**config.mk**
```make
export PLATFORM = sky130hd
export DESIGN_NAME = osd_tile_ctrl
export DESIGN_NICKNAME = d
export VERILOG_FILES = /design/src/rtl/osd_tile_ctrl.sv
export SDC_FILE = /design/constraint.sdc
export NUM_CORES = 1
export LEC_CHECK = 0
export CAP_MARGIN = 0
export CORE_ASPECT_RATIO = 0.75
export CORE_MARGIN = 4
export CORE_UTILIZATION = 49
export CTS_CLUSTER_DIAMETER = 40
export DETAILED_ROUTE_END_ITERATION = 12
export PLACE_DENSITY = 0.84
export SYNTH_ARGS = -nofsm -noshare
export SYNTH_HDL_FRONTEND = slang
export SYNTH_SLANG_ARGS = --single-unit
export TNS_END_PERCENT = 100
```
**constraint.sdc**
```tcl
create_clock -name clk_pixel -period 2.65 [get_ports clk_pixel]
set_input_delay 0.53 -clock clk_pixel [delete_from_list [all_inputs] [get_ports clk_pixel]]
set_output_delay 0.53 -clock clk_pixel [all_outputs]
set_load 0.02 [all_outputs]
```
**src/rtl/osd_tile_ctrl.sv**
```systemverilog
// OSD tile-map controller: decodes SPI slave writes into tile-map writes and
// control registers, and runs CLEAR / SCROLL engines on the tile-map RAM.
module osd_tile_ctrl #(
  parameter int unsigned c_chars_x = 64,
  parameter int unsigned c_chars_y = 24,
  parameter int unsigned c_init_on = 1,
  parameter int unsigned c_inverse = 1,
  parameter int unsigned c_tm_bits = 11
) (
  input  logic                     clk_pixel,
  input  logic                     rstn,
  input  logic                     i_wr,
  input  logic [31:0]              i_addr,
  input  logic [7:0]               i_data,
  output logic                     o_tm_we,
  output logic [c_tm_bits-1:0]     o_tm_addr,
  output logic [8+c_inverse-1:0]   o_tm_wdata,
  output logic                     o_tm_re,
  output logic [c_tm_bits-1:0]     o_tm_raddr,
  input  logic [8+c_inverse-1:0]   i_tm_rdata,
  output logic                     o_osd_en,
  output logic                     o_busy
);

  localparam int unsigned N = c_chars_x * c_chars_y;
  localparam int unsigned W = 8 + c_inverse;
  localparam logic [c_tm_bits-1:0] LAST    = c_tm_bits'(N - 1);
  localparam logic [c_tm_bits-1:0] LAST_SC = c_tm_bits'(N - c_chars_x - 1);
  localparam logic [c_tm_bits-1:0] CX      = c_tm_bits'(c_chars_x);
  localparam logic [c_tm_bits-1:0] CX_P1   = c_tm_bits'(c_chars_x + 1);
  localparam bit HAS_ROWS = (c_chars_y > 1);

  typedef enum logic [2:0] {
    IDLE, CLEAR, SC_RD, SC_CAP, SC_WR, SC_FILL
  } state_t;

  state_t               state;
  logic [c_tm_bits-1:0] idx;
  logic [W-1:0]         cap;
  logic [7:0]           fill_char;

  logic         tile_wr;
  logic         reg_wr;
  logic         cmd_wr;
  logic [W-1:0] spi_word;
  logic [W-1:0] fill_word;
  logic         addr_unused;

  assign tile_wr     = i_wr && (i_addr[31:24] == 8'hFD);
  assign reg_wr      = i_wr && (i_addr[31:24] == 8'hFE);
  assign cmd_wr      = reg_wr && (i_addr[1:0] == 2'd2);
  // With c_inverse=0 the cast drops the inverse bit and keeps only i_data.
  assign spi_word    = W'({i_addr[16], i_data});
  assign fill_word   = W'(fill_char);
  assign addr_unused = ^i_addr;

  always_ff @(posedge clk_pixel or negedge rstn) begin
    if (!rstn) begin
      state      <= IDLE;
      idx        <= '0;
      cap        <= '0;
      fill_char  <= 8'h20;
      o_osd_en   <= (c_init_on != 0);
      o_tm_we    <= 1'b0;
      o_tm_addr  <= '0;
      o_tm_wdata <= '0;
      o_tm_re    <= 1'b0;
      o_tm_raddr <= '0;
      o_busy     <= 1'b0;
    end else begin
      o_tm_we <= 1'b0;
      o_tm_re <= 1'b0;

      if (reg_wr) begin
        case (i_addr[1:0])
          2'd0:    o_osd_en  <= i_data[0];
          2'd1:    fill_char <= i_data;
          default: ;
        endcase
      end

      // SPI tile writes own the write port; engine states below hold when it fires.
      if (tile_wr) begin
        o_tm_we    <= 1'b1;
        o_tm_addr  <= i_addr[c_tm_bits-1:0];
        o_tm_wdata <= spi_word;
      end

      case (state)
        IDLE: begin
          if (cmd_wr && i_data == 8'h01) begin
            state  <= CLEAR;
            idx    <= '0;
            o_busy <= 1'b1;
          end else if (cmd_wr && i_data == 8'h02) begin
            idx    <= '0;
            o_busy <= 1'b1;
            if (HAS_ROWS) begin
              state      <= SC_RD;
              o_tm_re    <= 1'b1;
              o_tm_raddr <= CX;
            end else begin
              state <= SC_FILL;
            end
          end
        end

        CLEAR, SC_FILL: begin
          if (!tile_wr) begin
            o_tm_we    <= 1'b1;
            o_tm_addr  <= idx;
            o_tm_wdata <= fill_word;
            if (idx == LAST) begin
              state  <= IDLE;
              idx    <= '0;
              o_busy <= 1'b0;
            end else begin
              idx <= idx + 1'b1;
            end
          end
        end

        // Read strobe is issued on entry to SC_RD so the RAM data lands in SC_CAP.
        SC_RD: state <= SC_CAP;

        SC_CAP: begin
          cap   <= i_tm_rdata;
          state <= SC_WR;
        end

        SC_WR: begin
          if (!tile_wr) begin
            o_tm_we    <= 1'b1;
            o_tm_addr  <= idx;
            o_tm_wdata <= cap;
            idx        <= idx + 1'b1;
            if (idx == LAST_SC) begin
              state <= SC_FILL;
            end else begin
              state      <= SC_RD;
              o_tm_re    <= 1'b1;
              o_tm_raddr <= idx + CX_P1;
            end
          end
        end

        default: begin
          state  <= IDLE;
          idx    <= '0;
          o_busy <= 1'b0;
        end
      endcase
    end
  end

endmodule
```
Word-level counts from Yosys, hierarchy flattened. Cells that the tools add are included. Widths: inputs -> output; s select.

Register bits: 66. Bits of input ports: 52. Output and inout bits: 35. Logic and storage cells: 91.

$add $sub $neg: 2. Equality and inequality tests: 20. Multiplexer cells: 38. Bitwise gates (word level): 2. Reduce and logical (&&, ||, !) cells: 18.

Operators with widths (number): $mux 11 (12); $pmux 11 s4 (1); $mux 9 (3); $eq 11x11->1 const B (2); $pmux 11 s2 (1); $mux 3 (6); $pmux 9 s2 (1); $eq 8x8->1 const B (2); $pmux 3 s5 (1); $ne 2x2->1 const B (6); $reduce_and 4->1 (3); $add 11x1->11 const B (1); $add 11x7->11 const B (1); $mux 1 (11); $eq 8x1->1 const B (1); $eq 8x2->1 const B (1); $eq 3x2->1 const B (2); $eq 3x3->1 const B (2); $reduce_or 3->1 (2); $logic_and 1x1->1 (5); $reduce_and 5->1 (1); $reduce_and 2->1 (2); $reduce_or 2->1 (2); $eq 3x1->1 const B (1); 9 further kinds (10).

Depth between registers and ports, before layout. Gate-level depths: netlist (run 1).

Depth after elaboration: 7. Gate-level depth with buffers: 8. Depth with buffers taken out: 6.

Worst setup path before layout (run 1). No wires, ideal clock.

Kind: reg2reg. Start point: reg idx[0]. End point: reg o_tm_raddr[6]. Setup time: 0.125 ns. Arrival: 1.937 ns. Data required time: 2.525 ns. Setup slack: 0.589 ns. Cell stages (with the launch flop): 7. Buffers on the path: 0. Clock period less this slack: 2.061 ns. Path through: dfrtp_1 > ha_1 > nand4_4 > nor4_4 > a211o_2 > and2_1 > mux2_2.

Cells in the longest elaborated chain, start to end: 4. Elaborated cells on any way between the ends: 7.

RTL lines: start, declared (line 38) `logic [c_tm_bits-1:0] idx;`; start signal, assigned (line 118) `idx <= idx + 1'b1;`; start signal, assigned (line 136) `idx <= idx + 1'b1;`; $add 11x7->11 (line 142) `o_tm_raddr <= idx + CX_P1;`; $mux 11 (line 137) `if (idx == LAST_SC) begin`; $mux 11 (line 132) `if (!tile_wr) begin`; $pmux 11 s2 (line 89) `case (state)`; end signal, assigned (line 142); end, declared (line 19) `output logic [c_tm_bits-1:0] o_tm_raddr,`.

Several ways; a longest one is shown, not always the timed one. The select of a mux whose other input is x is not followed. A chain may end at the register's enable or synchronous reset.

Final worst setup path (run 1). Same ends and word-level chain as after synthesis.

==> results of run 1 <==
sequential cells by signal, summed over array words and instances, names as in the netlist:
signal and cells:
o_tm_re 1, state 3, idx 11, o_tm_we 1, cap 9, o_osd_en 1, o_tm_wdata 9, o_tm_raddr 11
o_busy 1, o_tm_addr 11, fill_char 8
power breakdown:
part	switching [mW]	total [mW]	internal [mW]
logic	0.856	1.56	0.701
registers	0.225	1.48	1.25
clock network	0.386	0.939	0.552
cell usage in the layout, fill, tap and decap left out, types with 3 or more instances in the layout:
cell type,count
nor2b_1,5
nand3_1,17
dfrtp_1,64
buf_4,17
and3_2,3
clkdlybuf4s50_1,73
o21ai_0,20
xor2_1,4
inv_1,5
nand4_1,3
xnor2_1,5
a22oi_1,8
mux2_2,19
a31oi_1,12
nand2_1,40
nor3_1,4
a211o_1,4
nor4_1,4
clkbuf_8,10
a21oi_1,19
o31ai_1,9
nor2_1,34
nand2b_1,5
layer usage:
metal	up-vias	routed length, µm	GRT usage [%]
li1	1411	-	-
met1	1454	3718	27.85
met2	144	3975	35.21
met3	10	681	6.667
met4	0	97	5.111
met5	-	0	0
critical path: cells and delay by family, from the launching register on:
kind	cells	cell delay [ns]
simple gates	3	0.93
flops	1	0.46
mux	1	0.39
fa+ha+maj	1	0.35
compound gates	1	0.19
cells in the mapped netlist (all sizes together) (8+ instances only):
library cell / instances
a31oi: 13
a21oi: 19
nor2: 34
o21ai: 21
o31ai: 9
nand3: 17
nand2: 40
buf: 13
clkbuf: 12
mux2: 21
dfrtp: 64
a22oi: 8
cells by family (layout without fill, tap and decap cells):
| kind of cell | count (synthesis) | count (layout) |
|---|---|---|
| AOI/OAI and AO/OA | 87 | 87 |
| adders and majority gates | 1 | 1 |
| xor gates and xnor gates | 9 | 9 |
| buffers and inverters | 30 | 113 |
| and+or+nand+nor | 133 | 133 |
| muxes | 23 | 23 |
| DFF | 66 | 66 |
through the flow:
step                instances  total power, mW  hold WS, ns
floorplan                 349            2.477       0.2344
global placement          500            3.002       0.4374
detailed placement        500            3.046       0.4428
CTS                       516            3.986      0.06898
global route              516            4.215      0.06956
finish                    516            3.975      0.06931
final cells by class:
class                           instances  area (µm²)
Multi-Input combinational cell        253        1607
Inverter                                5       18.77
Sequential cell                        66        1654
Clock inverter                          5       77.57
Fill cell                             538        2345
Timing Repair Buffer                   92       883.3
Clock buffer                           11       141.4
Tap cell                               84       105.1
worst paths after layout:
kind | start | endpoint | slack, ns | depth (start not counted)
worst max-delay path | idx[0] | o_tm_raddr[6] | 0.22 | 6
worst min-delay path | rstn | idx[4] | 0.07 | 1
worst max register to register | idx[0] | o_tm_raddr[6] | 0.22 | 6
worst min register to register | o_tm_raddr[8] | o_tm_raddr[8] | 0.50 | 2
max in group asynchronous | rstn | o_osd_en | 1.92 | 2
min in group clk_pixel | o_tm_raddr[8] | o_tm_raddr[8] | 0.50 | 2
==> impl_results.md, run 1 <==
* Setup_tns at 0 ns
* Number of synthesis warnings at 0
* Max_slew headroom at 61.45%
* Total iterations of the first detailed-routing run at 5
* PortBufs at 74
* Antenna violation net count after detailed routing at 0
* Die height at 80.70 µm
* Post-CTS resize count at 0
* Asr flop ratio synth at 100.0%
* Number of synthesized flops with an enable pin at 0
* Total track usage at 21.37%
* Largest net degree at the start of global routing at 34
* Crit path time final at 2.430 ns
* Number of global-route vias before repair at 2972
* Post-synthesis compound-gate area fraction at 16.41%
* Num rows at 26
* Die area at 8468 µm²
* Power per Cell Area at 885.9 nW/µm²
* Max-Cap Viols at 0
* Final Hold Fails at 0
* Hold Buf Count CTS at 0
* Max FO, Critical Path at 12
* Placement Setup Slack at 0.007518 ns
* Antenna cells at 0
* Worst EP required at 2.88 ns
* DRT Wirelength at 8.473 mm
* CP Data Arrival Time at 2.66 ns
* Max incr delay on CP at 0.46 ns
* Detailed Place HPWL at 6.187 mm
* Post-CTS Setup Bufs at 0
* Final setup violation count at 0
* Starting DRT DRC Count at 171
* Hold Path Class: primary input to async pin
* H-Tree Depth at 3
* Synthesis-to-layout area growth at 29.93%
* Leakage at 1.890 nW
* Synth Area in Adders at 0.3623%
* CP Launch Type: flip-flop
* CP Cell Sequence: ha_1 > nand4_4 > nor4_4 > a211o_2 > and2_1 > mux2_2
* Routed vias/inst at 5.851
* Mux share of post-synthesis cell area at 7.428%
* Synthesized Nets at 402
* Pins Over Slew Limit at 0
* Seq cells post-synth at 66
* Core area at 6832 µm²
* Post-synthesis sequential area ratio at 47.90%
* Area leader, netlist: dfrtp_1
* DP Area at 4268 µm²
* Synth unique cells at 58
* Unrepaired setup endpoints after global routing: false
* Worst path slowest cell: dfrtp_1
* Layout Nets at 480
* Initial Util at 50.55%
* Final Util at 65.68%
* Area share of and/or/nand/nor cells after synthesis at 19.89%
* Status: complete, no violations
* Initial antenna violation count at 0
* Setup crit end kind: flip-flop
* Final clock skew at 0.006209 ns
* Main combinational cell family by area after synthesis: simple AND/OR/NAND/NOR gates
* RePlAce Congestion at 0.9289
* Max Freq at 0.4116 GHz
* Xor and xnor area share after synthesis at 2.283%
* Num CTS Buffers at 9
* Share of the synthesized area in the top cell type at 46.38%
* DRC violation count after routing at 0
* Clock slew at reported path FFs at 0.07 ns
* CTS Sinks at 66
* Buffer depth of the longest clock path at 2
* WL/cell at 16.42 µm
* Worst-Margin Slew at 0.5761 ns
* Final worst path period share at 91.68%
* Post-route cell area at 4487 µm²
* GR Overflow Total at 0
* Root Driver: clkbuf_8
* Chip width at 104.9 µm
* Clock Latency Late Sink at 0.34 ns
* Top_reg_cell synth: dfrtp_1
* Synth area leaders: dfrtp_1 46%, mux2_2 6.2%, nand2_1 4.3%
* Post-synthesis cell count at 349
* Peak VDD IR at 411.5 µV
* # IOs at 87
* Final WS setup at 0.2205 ns
* CTS tree: yes
* WS Path Type: flip-flop to flip-flop
* Vias at 3019
* Mapped Area at 3453 µm²
* Syn Area/Cell at 9.895 µm²
* Share of layout cells above drive strength 1 at 16.20%
* First-pass GRT wire length at 14.50 mm
(Power assumes the default switching activity.)
==> inputs of run 2 (changes only) <==
--- a/config.mk
+++ b/config.mk
@@ -7,7 +7,7 @@
 export LEC_CHECK = 0
 export CAP_MARGIN = 0
 export CORE_ASPECT_RATIO = 0.75
-export CORE_MARGIN = 4
+export CORE_MARGIN = 8
 export CORE_UTILIZATION = 49
 export CTS_CLUSTER_DIAMETER = 40
 export DETAILED_ROUTE_END_ITERATION = 12
==> run 2 against run 1 <==
Compared with the run above:
- core utilization decreased by 0.31 points
- first-iteration DRC count increased by 42%
- fmax increased by 0.78%
- via count decreased by 0.17%
- total power decreased by 1.5%
- sequential power about the same
- die area increased by 18%
- sequential cell count unchanged
- global-route usage decreased by 2.8 points
- clock power decreased by 7.9%
- critical path type unchanged
==> impl_results.md, run 2 (synthesized netlist as in run 1, its figures left out) <==
* Worst path slowest cell: nor4_4
* Top flop regs: idx (11), o_tm_addr (11), o_tm_raddr (11)
* Seq pwr share at 37.5%
* Fill cells at 533
* Most frequent cells in the layout: 73 x clkdlybuf4s50_1, 64 x dfrtp_1, 40 x nand2_1
* Clock group share of total power at 22.1%
* Post-CTS Setup Bufs at 0
* GR Overflow Total at 0
* Buffer depth of the longest clock path at 2
* Final cell count without fillers at 515
* Worst-Margin Slew at 0.5922 ns
* Max-Cap Viols at 0
* First-pass GRT wire length at 14.74 mm
* Status: complete, no violations
* # IOs at 87
* Leakage at 1.876 nW
* CP Data Arrival Time at 2.64 ns
* Antenna violation net count after detailed routing at 0
* Max_slew headroom at 60.38%
* Layout Nets at 479
* Total iterations of the first detailed-routing run at 5
* Final setup violation count at 0
* Final Hold Fails at 0
* Final Util at 65.37%
* Core area at 6832 µm²
* Setup crit end kind: flip-flop
* Power per Cell Area at 876.6 nW/µm²
* Vias at 3014
* Reg area at 1654 µm²
* Placement Setup Slack at -0.0001441 ns
* DRT Wirelength at 9.002 mm
* Num CTS Buffers at 9
* CTS tree: yes
* R2R cell count at 6
* Critical R2R Capture: o_tm_raddr[6]
* Largest net degree at the start of global routing at 45
* Antenna cells at 0
* Chip width at 112.9 µm
* CP Launch Type: flip-flop
* Clock Latency Late Sink at 0.34 ns
* Pins Over Slew Limit at 0
* Post-route cell area at 4466 µm²
* Total track usage at 18.53%
* Most common cell after layout, fill and taps aside: clkdlybuf4s50_1
* Synthesis-to-layout area growth at 29.31%
* PortBufs at 74
* CTS Sinks at 66
* Sw frac at 37.77%
* DRC violation count after routing at 0
* Worst EP required at 2.88 ns
* Routed vias/inst at 5.852
* Internal cell power at 2.436 mW
* WL/cell at 17.48 µm
* Final WS setup at 0.2393 ns
* Die area at 10020 µm²
* Placed Instances at 499
* Post-CTS resize count at 0
* DP Area at 4260 µm²
* Final worst path period share at 90.97%
* RePlAce Congestion at 0.9027
* Die height at 88.70 µm
* Comb pwr share at 40.4%
* Worst hold slack at 0.1731 ns
* Unrepaired setup endpoints after global routing: false
* CP Cell Sequence: ha_1 > nand4_4 > nor4_4 > a211o_2 > and2_1 > mux2_2
* NetSw at 1.479 mW
* Detailed Place HPWL at 6.510 mm
* Hold Path Class: primary input to async pin
* Peak VDD IR at 467.7 µV
* Initial antenna violation count at 0
* Worst R2R Setup Slack at 0.24 ns
* Max Freq at 0.4148 GHz
* Reg2Reg Launch Point: idx[1]
* Crit path time final at 2.411 ns
* Share of layout cells above drive strength 1 at 16.01%
* WS Path Type: flip-flop to flip-flop
* Starting DRT DRC Count at 242
* Area taken by multi-input logic gates at 1607 µm²
* Root Driver: clkbuf_8
* H-Tree Depth at 3
* Clock slew at reported path FFs at 0.07 ns
* Num rows at 26
* Initial Util at 50.55%
* Number of global-route vias before repair at 3004
* Max FO, Critical Path at 12
* Hold Buf Count CTS at 0
* Final clock skew at 0.006566 ns
* Max incr delay on CP at 0.43 ns
## run 2: layer usage
metal / routed length [µm] / track usage [%] / vias to the layer above / part of all wire (%)
met5: 0 / 0 / - / 0
met4: 114 / 6.265 / 0 / 1.3
met3: 686 / 5.590 / 11 / 7.6
met2: 4399 / 31.91 / 127 / 49
met1: 3802 / 21.89 / 1460 / 42
li1: - / - / 1416 / -
## run 2: metrics by stage
step	total power, mW	TNS (ns)
final	3.914	0
after global routing	4.146	0
after CTS	3.924	0
after detailed placement	3.055	-0.0001441
after global placement	3.010	0
after floorplan	2.477	0
## run 2: power groups by stage
stage               Combinational (mW)  Sequential (mW)  Clock (mW)
global route                      1.72             1.50       0.926
CTS                               1.58             1.46       0.879
floorplan                        0.923             1.55           0
finish                            1.58             1.47       0.865
detailed placement                1.57             1.48           0
global placement                  1.54             1.47           0
## run 2: how the worst max path moves through the flow
stage / from / to / slack [ns]
CTS: idx[1] / o_tm_raddr[6] / 0.27
global route: idx[1] / o_tm_raddr[6] / 0.06
detailed placement: i_wr / fill_char[1] / -0.0001
floorplan: idx[0] / o_tm_raddr[6] / 0.59
global placement: i_wr / fill_char[1] / 0.06
finish: idx[1] / o_tm_raddr[6] / 0.24
## run 2: cell type report
class | count | share of cell area (%)
inverters | 5 | 0.4203
flip-flops and latches | 66 | 37.04
well taps | 84 | 2.354
repair buffers | 91 | 19.61
clock inverters | 4 | 1.121
clock buffers | 12 | 3.474
multi-input cells | 253 | 35.98
## run 2: critical path, delay by kind of cell, from the launching register on
kind,cells,cell delay (ns)
and+or+nand+nor,3,0.98
DFF,1,0.41
AOI/OAI and AO/OA,1,0.20
muxes,1,0.38
adders and majority gates,1,0.32
==> inputs of run 3 (changes only) <==
--- a/config.mk
+++ b/config.mk
@@ -8,10 +8,10 @@
 export CAP_MARGIN = 0
 export CORE_ASPECT_RATIO = 0.75
 export CORE_MARGIN = 8
-export CORE_UTILIZATION = 49
+export CORE_UTILIZATION = 25
 export CTS_CLUSTER_DIAMETER = 40
 export DETAILED_ROUTE_END_ITERATION = 12
-export PLACE_DENSITY = 0.84
+export PLACE_DENSITY = 0.5
 export SYNTH_ARGS = -nofsm -noshare
 export SYNTH_HDL_FRONTEND = slang
 export SYNTH_SLANG_ARGS = --single-unit
==> constraint.sdc (replaced) <==
create_clock -name clk_pixel -period 2.65 [get_ports clk_pixel]
set_input_delay 0.265 -clock clk_pixel [delete_from_list [all_inputs] [get_ports clk_pixel]]
set_output_delay 0.265 -clock clk_pixel [all_outputs]
set_load 0.02 [all_outputs]
==> run 3 against run 2 <==
Compared with the run above:
- register-to-register slack improved by 0.21 ns
- cell count rose by 18%
- core utilization fell by 31 points
- fmax rose by 9.4%
- critical path type unchanged
==> impl_results.md, run 3 (synthesized netlist as in run 1, its figures left out) <==
* Status: complete, no violations
* Comb pwr share at 37.8%
* Power per Cell Area at 906.8 nW/µm²
* Worst EP required at 2.86 ns
* Worst path slowest cell: a31o_1
* Antenna cells at 0
* Post-route cell area at 4673 µm²
* CP Data Arrival Time at 2.41 ns
* Post-CTS Setup Bufs at 0
* Leakage at 1.925 nW
* Max FO, Critical Path at 9
* Max Freq at 0.4539 GHz
* # IOs at 87
* Total track usage at 11.21%
* Max-Cap Viols at 0
* Num rows at 37
* Internal cell power at 2.715 mW
* Synthesis-to-layout area growth at 35.33%
* Chip width at 151.7 µm
* DRC violation count after routing at 0
* WL met3 at 686 µm
* Share of layout cells above drive strength 1 at 15.78%
* Setup crit end kind: flip-flop
* Peak VDD IR at 415.0 µV
* Unrepaired setup endpoints after global routing: false
* Root Driver: clkbuf_16
* Final Hold Fails at 0
* Die height at 117.8 µm
* NetSw at 1.523 mW
* DP Area at 4367 µm²
* H-Tree Depth at 3
* Layout Nets at 479
* Crit path time final at 2.203 ns
* Die area at 17870 µm²
* Post-CTS resize count at 0
* Sw frac at 35.94%
* Clock Latency Late Sink at 0.33 ns
* Most frequent cells in the layout: 73 x clkdlybuf4s50_1, 64 x dfrtp_1, 40 x nand2_1
* Seq pwr share at 34.4%
* First-pass GRT wire length at 15.72 mm
* M1 WL at 4.511 mm
* Number of global-route vias before repair at 2926
* Worst path top cell family by delay: compound AO/OA/AOI/OAI gates
* Hold Path Class: primary input to async pin
* RePlAce Congestion at 0.8839
* DRT Wirelength at 9.623 mm
* Initial antenna violation count at 0
* Routed vias/inst at 4.792
* Max layer used: met4
* Core area at 13610 µm²
* CTS tree: yes
* Total iterations of the first detailed-routing run at 4
* Worst hold slack at 0.4887 ns
* Setup_tns at 0 ns
* WL/cell at 15.88 µm
* Initial Util at 25.37%
* Clock group share of total power at 27.8%
* Top flop regs: idx (11), o_tm_addr (11), o_tm_raddr (11)
* Pins Over Slew Limit at 0
* Detailed Place HPWL at 7.089 mm
* Antenna violation net count after detailed routing at 0
* Max_slew headroom at 63.50%
* Starting DRT DRC Count at 173
* Max incr delay on CP at 0.46 ns
* Met2 WL post-DR at 4.339 mm
* Final worst path period share at 83.15%
* GR Overflow Total at 0
* Num CTS Buffers at 9
* CP Cell Sequence: ha_1 > nand4_4 > nor4_4 > a31o_1 > nor4_1 > a211o_1
* Final setup violation count at 0
* Vias at 2904
* Hold Buf Count CTS at 1
* WS Path Type: flip-flop to flip-flop
* Buffer depth of the longest clock path at 2
* Worst-Margin Slew at 0.5455 ns
* PortBufs at 74
* CTS Sinks at 66
* Crit path buffers/inverters at 0
* Clock slew at reported path FFs at 0.05 ns
* Most common cell after layout, fill and taps aside: clkdlybuf4s50_1
* CP Launch Type: flip-flop
* Largest net degree at the start of global routing at 67
* Final clock skew at 0.01001 ns
-- run 3: worst paths after layout --
| check | from | endpoint | slack (ns) | cells after the start |
|---|---|---|---|---|
| min | rstn | o_tm_raddr[8] | 0.49 | 3 |
| max reg2reg | idx[1] | idx[8] | 0.45 | 6 |
| min in group clk_pixel | i_addr[6] | o_tm_addr[6] | 0.49 | 3 |
| min reg2reg | o_tm_raddr[7] | o_tm_raddr[7] | 0.50 | 2 |
| max in group asynchronous | rstn | fill_char[5] | 1.82 | 3 |
| max | idx[1] | idx[8] | 0.45 | 6 |
-- run 3: metrics by stage --
| step | power [mW] | worst slack [ns] | utilization, % | cells |
|---|---|---|---|---|
| after detailed placement | 3.102 | 0.2358 | 32.08 | 589 |
| after CTS | 4.299 | 0.4394 | 34.34 | 606 |
| final | 4.238 | 0.4466 | 34.34 | 606 |
| after global placement | 3.087 | 0.2491 | 32.08 | 589 |
| after global routing | 4.531 | 0.3049 | 34.34 | 606 |
| after floorplan | 2.477 | 0.5887 | - | 349 |
-- run 3: cell type report --
| cell class | count | area [µm²] |
|---|---|---|
| clock buffer | 11 | 242.7 |
| clock inverter | 5 | 53.80 |
| fill | 1399 | 8937 |
| inverter | 5 | 18.77 |
| multi-input combinational | 253 | 1607 |
| sequential | 66 | 1654 |
| tap | 175 | 219.0 |
| timing repair buffer | 91 | 878.3 |
-- run 3: metal layers --
metal / up-vias / global-route usage, %
li1: 1415 / -
met1: 1388 / 14.66
met2: 93 / 16.78
met3: 8 / 4.264
met4: 0 / 3.177
met5: - / 0
-- run 3: tightest hold or removal path, cell delays in order --
cell	delay [ns]
dlygate4sd3_1	0.52
buf_2	0.12
buf_12	0.31
-- run 3: power groups by stage --
| stage | Combinational (mW) | Sequential, mW | Clock [mW] |
|---|---|---|---|
| after floorplan | 0.923 | 1.55 | 0 |
| after global placement | 1.61 | 1.47 | 0 |
| after detailed placement | 1.62 | 1.48 | 0 |
| after CTS | 1.63 | 1.46 | 1.21 |
| after global routing | 1.77 | 1.50 | 1.26 |
| final | 1.60 | 1.46 | 1.18 |
